===== config.mk =====
export PLATFORM = sky130hd
export DESIGN_NAME = seg_scan_controller
export DESIGN_NICKNAME = d
export VERILOG_FILES = /design/src/rtl/seg_scan_controller.sv
export SDC_FILE = /design/constraint.sdc
export NUM_CORES = 1
export LEC_CHECK = 0
export CAP_MARGIN = 10
export CORE_UTILIZATION = 40
export CTS_CLUSTER_DIAMETER = 30
export DETAILED_ROUTE_END_ITERATION = 10
export PLACE_DENSITY = 0.7
export SLEW_MARGIN = 40
export SYNTH_ARGS = -nofsm -noshare
export SYNTH_HDL_FRONTEND = slang
export SYNTH_SLANG_ARGS = --single-unit

===== constraint.sdc =====
create_clock -name clk -period 3.8 [get_ports clk]
set_input_delay 0.76 -clock clk [delete_from_list [all_inputs] [get_ports clk]]
set_output_delay 0.76 -clock clk [all_outputs]
set_load 0.1 [all_outputs]

===== src/rtl/seg_scan_controller.sv =====
// Multi-digit seven-segment scan controller.
// Time-multiplexes NUM_DIGITS BCD digits onto one shared decoder. It inserts a
// guard gap between digits, blanks leading zeros and takes new values through
// a one-deep valid/ready buffer. New values are committed only at frame
// boundaries, so a frame never shows a mix of old and new digits.
module seg_scan_controller #(
    parameter int NUM_DIGITS = 4,
    parameter int SHOW_CYC   = 100000,
    parameter int GUARD_CYC  = 1000,
    parameter int CNT_W      = 17
) (
    input  logic                      clk,
    input  logic                      rst_n,
    input  logic                      enable,
    input  logic                      blank_lz,
    input  logic                      load_valid,
    input  logic [4*NUM_DIGITS-1:0]   load_value,
    output logic                      load_ready,
    output logic [3:0]                dec_code,
    output logic [NUM_DIGITS-1:0]     digit_en_n,
    output logic                      frame_tick
);

    localparam int                IDX_W     = $clog2(NUM_DIGITS);
    localparam logic [IDX_W-1:0]  LAST_IDX  = IDX_W'(NUM_DIGITS - 1);
    localparam logic [CNT_W-1:0]  SHOW_END  = CNT_W'(SHOW_CYC - 1);
    localparam logic [CNT_W-1:0]  GUARD_END = CNT_W'(GUARD_CYC - 1);

    typedef enum logic [1:0] {
        ST_OFF,
        ST_SHOW,
        ST_GUARD
    } state_t;

    state_t                    state_q, state_d;
    logic [IDX_W-1:0]          idx_q, idx_d;
    logic [CNT_W-1:0]          timer_q, timer_d;
    logic [4*NUM_DIGITS-1:0]   active_q, active_d;
    logic [4*NUM_DIGITS-1:0]   pending_q, pending_d;
    logic                      pending_full_q, pending_full_d;
    logic                      committed_q, committed_d;
    logic                      load_ready_q, load_ready_d;
    logic [3:0]                dec_code_q, dec_code_d;
    logic [NUM_DIGITS-1:0]     digit_en_n_q, digit_en_n_d;
    logic                      frame_tick_q, frame_tick_d;
    logic                      blanked;

    // Load buffer, commit and scan sequencing (next-state logic).
    always_comb begin
        // NOTE: every variable gets a default before any branch so no path
        // leaves it unassigned, which would otherwise infer a latch.
        state_d        = state_q;
        idx_d          = idx_q;
        timer_d        = timer_q;
        active_d       = active_q;
        pending_d      = pending_q;
        pending_full_d = pending_full_q;
        committed_d    = committed_q;

        // load_ready_q mirrors !pending_full_q, so transfer and commit are
        // mutually exclusive in any one cycle.
        if (load_valid && load_ready_q) begin
            pending_d      = load_value;
            pending_full_d = 1'b1;
        end else if (pending_full_q && (state_q == ST_OFF || frame_tick_q)) begin
            active_d       = pending_q;
            pending_full_d = 1'b0;
            committed_d    = 1'b1;
        end

        if (!enable) begin
            state_d = ST_OFF;
            idx_d   = '0;
            timer_d = '0;
        end else begin
            case (state_q)
                ST_OFF: begin
                    if (committed_q) begin
                        state_d = ST_SHOW;
                        idx_d   = '0;
                        timer_d = '0;
                    end
                end
                ST_SHOW: begin
                    if (timer_q == SHOW_END) begin
                        state_d = ST_GUARD;
                        timer_d = '0;
                    end else begin
                        timer_d = timer_q + 1'b1;
                    end
                end
                ST_GUARD: begin
                    if (timer_q == GUARD_END) begin
                        state_d = ST_SHOW;
                        timer_d = '0;
                        idx_d   = (idx_q == LAST_IDX) ? '0 : idx_q + 1'b1;
                    end else begin
                        timer_d = timer_q + 1'b1;
                    end
                end
                default: begin
                    state_d = ST_OFF;
                    idx_d   = '0;
                    timer_d = '0;
                end
            endcase
        end
    end

    // A digit is blanked when it and every higher digit of the value being shown are zero.
    always_comb begin
        blanked = 1'b0;
        if (blank_lz && idx_d != '0) begin
            blanked = 1'b1;
            for (int i = 0; i < NUM_DIGITS; i++) begin
                if (IDX_W'(i) >= idx_d && active_d[4*i +: 4] != 4'd0) begin
                    blanked = 1'b0;
                end
            end
        end
    end

    // Output values for the next cycle, so code and enable switch on the same edge.
    always_comb begin
        digit_en_n_d = '1;
        dec_code_d   = '0;
        load_ready_d = !pending_full_d;
        frame_tick_d = (state_d == ST_GUARD) && (timer_d == GUARD_END) &&
                       (idx_d == LAST_IDX);
        if (state_d == ST_SHOW && !blanked) begin
            digit_en_n_d[idx_d] = 1'b0;
            dec_code_d          = active_d[4*idx_d +: 4];
        end
    end

    // State and output registers with synchronous active-low reset.
    always_ff @(posedge clk) begin
        // NOTE: sequential state uses non-blocking assignments so every flop
        // samples the pre-edge values regardless of statement order.
        if (!rst_n) begin
            state_q        <= ST_OFF;
            idx_q          <= '0;
            timer_q        <= '0;
            active_q       <= '0;
            pending_q      <= '0;
            pending_full_q <= 1'b0;
            committed_q    <= 1'b0;
            load_ready_q   <= 1'b1;
            dec_code_q     <= '0;
            digit_en_n_q   <= '1;
            frame_tick_q   <= 1'b0;
        end else begin
            state_q        <= state_d;
            idx_q          <= idx_d;
            timer_q        <= timer_d;
            active_q       <= active_d;
            pending_q      <= pending_d;
            pending_full_q <= pending_full_d;
            committed_q    <= committed_d;
            load_ready_q   <= load_ready_d;
            dec_code_q     <= dec_code_d;
            digit_en_n_q   <= digit_en_n_d;
            frame_tick_q   <= frame_tick_d;
        end
    end

    assign load_ready = load_ready_q;
    assign dec_code   = dec_code_q;
    assign digit_en_n = digit_en_n_q;
    assign frame_tick = frame_tick_q;

endmodule


# After elaboration in Yosys (flattened, before gate mapping)
# Cells that the tools add are included.
# word_totals
inputBits	21
word_cells	79
ff_bits	65
out_inout_bits	10
# classes
add_sub_neg	2
shifts	1
n_reduce_logical	22
order_cmp	6
mux	26
n_bitwise	2
eq_ne	9
# op_table
cell	count
$mux W17	4
$pmux W17 S3	1
$eq A17 B10 Y1 const B	2
$mux W16	2
$add A17 B1 Y17 const B	1
$eq A17 B17 Y1 const B	1
$mux W2	8
$reduce_bool A4 Y1	4
$shiftx A16 B5 Y4	1
$pmux W2 S3	2
$logic_and A1 B1 Y1	11
$eq A2 B2 Y1 const B	4
$mux W1	8
$eq A2 B1 Y1 const B	2
$ge A1 B2 Y1 const A	2
$ge A2 B2 Y1 const A	2
$not A4 Y4	1
$reduce_and A2 Y1	2
$lt A2 B3 Y1 const B	1
$add A2 B1 Y2 const B	1
$demux W1 S2	1
$ge A2 B1 Y1 const B	1
$logic_not A1 Y1	2
$logic_not A2 Y1	1
3 further kinds	3

# Depth between registers and ports, before layout
# depth
depth_word	15
depth_mapped	9
depth_no_buf	8

# Worst setup path after synthesis
# OpenSTA, ideal clock, no wires.
# synth_timing
path_kind	reg2reg
from	register load_ready_q (netlist: load_ready)
to	register dec_code_q[2] (netlist: dec_code[2])
setup_ps	116
stages_incl_launch_ff	9
setup_slack_ps	1062
t_arrival_ps	2622
path_cell_list	dfxtp_1 -> nand2_1 -> nand3_1 -> buf_4 -> buf_2 -> mux2i_1 -> mux2_2 -> a22oi_1 -> o211a_1
# synth_via
elab_chain_cells	12
# synth_lines
item	line_no	text
from (decl)	42	logic load_ready_q, load_ready_d;
from (signal assigned)	160	load_ready_q <= load_ready_d;
$logic_and A1 B1 Y1 *	62	if (load_valid && load_ready_q) begin
$mux W16 *	62	
$reduce_bool A4 Y1	116	if (IDX_W'(i) >= idx_d && active_d[4*i +: 4] != 4'd0) begin
$logic_and A1 B1 Y1	116	
$mux W1 (4 in a row)	116	
$mux W1	113	if (blank_lz && idx_d != '0) begin
$logic_not A1 Y1	130	if (state_d == ST_SHOW && !blanked) begin
$logic_and A1 B1 Y1	130	
$reduce_and A2 Y1 (no line)	n/a	
to (signal assigned)	161	dec_code_q <= dec_code_d;
to (decl)	43	logic [3:0] dec_code_q, dec_code_d;
# Mark *: on every way between the ends. The rest lies on a longest branch, timed or not.
# A chain may end at the register's enable or synchronous reset.

# Worst setup path after layout
# layout_timing
from	register timer_q[0]
to	register frame_tick_q (netlist: frame_tick)
# layout_via
elab_chain_cells	7
# layout_lines
item	line_no	text
from (decl)	37	logic [CNT_W-1:0] timer_q, timer_d;
from (signal assigned)	155	timer_q <= timer_d;
$add A17 B1 Y17, or another cell as far along	89, 98	
$mux W17, or another cell as far along	93	if (timer_q == GUARD_END) begin
$pmux W17 S3 or $pmux W2 S3 (tied branches)	76	case (state_q)
$mux W17 or $mux W2 (tied branches)	71	if (!enable) begin
$eq A17 B10 Y1 or $eq A2 B2 Y1 (tied branches)	128	frame_tick_d = (state_d == ST_GUARD) && (timer_d == GUARD_END) &&
$logic_and A1 B1 Y1	128	
$logic_and A1 B1 Y1 *	128	
to (signal assigned)	163	frame_tick_q <= frame_tick_d;
to (decl)	45	logic frame_tick_q, frame_tick_d;
# Marked as above.

==> run summary <==
The remaining antenna violation count came out at 0. The number of placed I/O pins is 31. Once the clock tree was built, the setup fixing pass inserted 0 buffers. Counting every sink on the clock net gives 65.

The area taken by flip-flops and latches came out at 1300 sq um. The later pin in the worst-skew pair is clocked with a latency of 350 ps. The H-tree level count came out at 3. The most common library cell in the layout ignoring fill and taps is dfxtp_1. Averaged over all synthesized cells, the footprint is 8.51 sq um. Sorting the synthesized cells by area gives the leading types as dfxtp_1 38%, nand2_1 6.6%, mux2i_1 4.6%, a21oi_1 3.8%, a21boi_0 3.7%. The filler-free cell count of the finished design is 537. The sum of negative setup slack came out at 0 ps. The reg-to-reg endpoint is frame_tick$_SDFF_PN0_. At the end of the flow, the number of nets in the layout was 450. The number of placed instances, taps included, is 521. The number of search-and-repair iterations in the first detailed-routing pass is 4. Counting flops and latches in the post-synthesis netlist gives 65. For the worst setup path, the data arrival time is 3070 ps. In this run the worst setup path terminates at frame_tick$_SDFF_PN0_. The setup slack at placement is 726 ps. Among all flip-flop cells after synthesis, the most frequent one is dfxtp_1.

The biggest cell delay along the critical path came out at 470 ps. The maximum number of pins on one net before global-route repair came out at 22. The worst path required time is 4030 ps. The growth of design area from synthesis to finish came out at 13.9%. The row count is 33. The number of gates resized after CTS was 0. The worst register-to-register path has a depth of 9. Max-cap violations in this run came to 0. The worst supply voltage drop on vdd came out at 0.171 mV.

The area used by multi-input combinational logic is 1980 sq um. The half-perimeter wire length after placement came out at 5.90 mm. At the end of routability-driven placement, the weighted congestion stood at 0.876.

The setup slack of the worst register-to-register path came out at 950 ps. The number of cells produced by synthesis is 406. The fraction of registers with async set or reset after synthesis came out at 0%. The type of origin of the critical path is a flip-flop. The number of global-route vias before repair is 2,939. The die is 94.9 microns tall. The worst register-to-register path begins at timer_q[0]$_SDFF_PN0_.

The total clock buffers created by CTS is 9. The nature of the critical path endpoint is a flip-flop. The actual transition at the worst max-transition pin came out at 605 ps. The number of flops mapped to enable cells by yosys is 0. The placeable core region is 8300 sq um.

The die footprint is 9010 sq um. The antenna diode instance count is 0. The flow ran to the end, and the final reports show no timing, DRC or antenna violations. Traced cell by cell, the critical path runs through ha_1, and2b_1, nand4_1, o21ai_2, buf_4, and2_1, o31ai_1, a221oi_1, nor4_1. The total track usage is 19.8%. The power per standard cell area came out at 346 nW/um^2. In the routed design, unresolved DRC markers number 0.

In this run the worst hold path is classified as flip-flop to flip-flop. The first routing iteration left 181 violations. The filler cell count came out at 785.

The fraction of layout cells with a size suffix above 1 came out at 13.7%. Leaving out fill and tap cells, the most frequent cells in the layout are 65 x dfxtp_1, 61 x nand2_1, 26 x a21oi_1, 20 x clkdlybuf4s50_1, 19 x nor2b_1. The synthesized netlist occupies a cell area of 3450 sq um. The total number of vias came out at 3,057. Along the worst path, the maximum fanout reaches 14.

The starting density of the core is 41.6%. Summed over all cells, the static leakage comes to 1.57 nW. The share of the yosys chip area belonging to registers is 37.7%. The max-slew violation count is 0.

The worst setup path startpoint is timer_q[0]$_SDFF_PN0_. The worst-case headroom to the max-slew limit came out at 59.6%. The total length of routed wires came out at 8.25 mm.

The fraction of post-synthesis cell area in the top cell type by area came out at 37.7%. Once layout is complete, the utilization of the core stands at 47.4%. The post-route total power is 1.36 mW. The final critical-path setup slack is 954 ps. The final clock skew is 12.8 ps. The slowest stage of the critical path belongs to the cell ha_1.

The CTS tree is yes. After clock tree synthesis, the clock-pin slew on the worst setup and hold paths is 80 ps. The first-pass GRT wire length came out at 13.9 mm. The most area-hungry cell type in the Yosys netlist is dfxtp_1. The deepest clock path buffer count came out at 2. Setup repair after global routing left no endpoint under its margin. The setup violation total in the final timing report is 0. In this run the clock root is driven by a clkbuf_8.

The warning count from the yosys run is 0. The number of different library cells used by synthesis comes to 71. The hold violation total from the final report is 0. The initial antenna violation count is 0. The critical path is of the flip-flop to flip-flop type.

In the final routed layout, each cell accounts on average for 15.4 microns. The minimum clock period after layout is 2850 ps. The width of the die is 94.9 microns. The routed via count divided by cell count came out at 5.69. The final cycle utilization of the critical path is 74.9%.

The net count of the mapped netlist is 429. Based on the critical path, the design can be clocked at up to 0.351 GHz. Global routing finished with a remaining overflow of 0. The count of hold-fix buffers inserted at cts came out at 0. The count of input and output buffers is 30.
[cells by family after synthesis]
group / count (synthesis) / share of synthesized area (%)
DFF: 65 / 37.7
muxes: 20 / 5.94
and+or+nand+nor: 179 / 29.3
adders and majority gates: 2 / 0.725
AOI/OAI and AO/OA: 102 / 20.7
buffers and inverters: 35 / 4.85
xor gates and xnor gates: 3 / 0.761
[metal layers]
| layer | global-route usage, % | wire, microns |
|---|---|---|
| met5 | 0 | 0 |
| met4 | 7.20 | 159 |
| met3 | 3.86 | 270 |
| met2 | 31.6 | 3870 |
| met1 | 26.2 | 3950 |
[worst min-delay path by stage]
stage / to / slack (ps) / depth (start not counted) / from
4_1_cts: pending_q[1]$_SDFFE_PN0P_ / 480 / 2 / pending_q[1]$_SDFFE_PN0P_
3_5_place_dp: pending_q[1]$_SDFFE_PN0P_ / 470 / 2 / pending_q[1]$_SDFFE_PN0P_
6_report: pending_q[1]$_SDFFE_PN0P_ / 480 / 2 / pending_q[1]$_SDFFE_PN0P_
5_1_grt: pending_q[1]$_SDFFE_PN0P_ / 490 / 2 / pending_q[1]$_SDFFE_PN0P_
3_3_place_gp: pending_q[1]$_SDFFE_PN0P_ / 460 / 2 / pending_q[1]$_SDFFE_PN0P_
2_1_floorplan: pending_q[0]$_SDFFE_PN0P_ / 440 / 2 / pending_q[0]$_SDFFE_PN0P_
[area by class of cell]
class                      count  share of cell area [%]
tap                          105                    3.34
inverter                       6                   0.572
clock inverter                 7                    1.37
clock buffer                   9                    3.15
sequential                    65                    33.1
timing repair buffer          39                    8.08
multi-input combinational    306                    50.4
[state kept, by name (all words and copies together) (netlist names)]
name / count
timer_q: 17
active_q: 16
pending_q: 16
dec_code: 4
digit_en_n: 4
idx_q: 2
state_q: 2
committed_q: 1
frame_tick: 1
load_ready: 1
pending_full_q: 1
[report_power, final]
group | internal, mW | total [mW] | switching (mW) | leakage (nW)
Sequential | 0.696 | 0.707 | 0.0111 | 0.527
Clock | 0.242 | 0.536 | 0.294 | 0.0939
Combinational | 0.0529 | 0.120 | 0.0670 | 0.946
Total | 0.991 | 1.36 | 0.372 | 1.57
[metrics by stage]
stage,cell area [sq um],hold slack [ps]
after floorplan,3450,443
after global placement,3810,465
after detailed placement,3760,467
after CTS,3940,479
after global routing,3940,489
final,3940,475
[cells in the mapped netlist, types with 2 or more instances]
cell      number
a221oi_1       2
dfxtp_1       65
nand2_1       61
nand3_1        5
a21o_1         2
nor3b_1        4
a22oi_1        8
a311oi_1       2
o211a_1        5
nand4b_1       3
nor2_1        18
o21ai_0       15
clkbuf_1      17
mux2_2         4
or4_1          2
a211oi_1       3
xnor2_1        2
and3_1         4
and2_1        10
buf_2          7
inv_1          6
nand3b_1       4
o21ai_2        2
nand4_1       12
o31ai_1        3
or3_1          3
nor3_1         6
and4_4         2
ha_1           2
nor4b_1        2
and4_1         3
nor4_1         5
a21oi_1       26
a21boi_0      17
and3_2         3
buf_6          3
nor2b_1       19
mux2i_1       16
[critical path: cells and delay by family (launching register included)]
kind            cells  cell delay [ps]
compound gates      3              710
fa+ha+maj           1              470
buf+inv             1              210
flops               1              440
simple gates        4              890
Note: power is estimated with default switching activity, not from simulation.
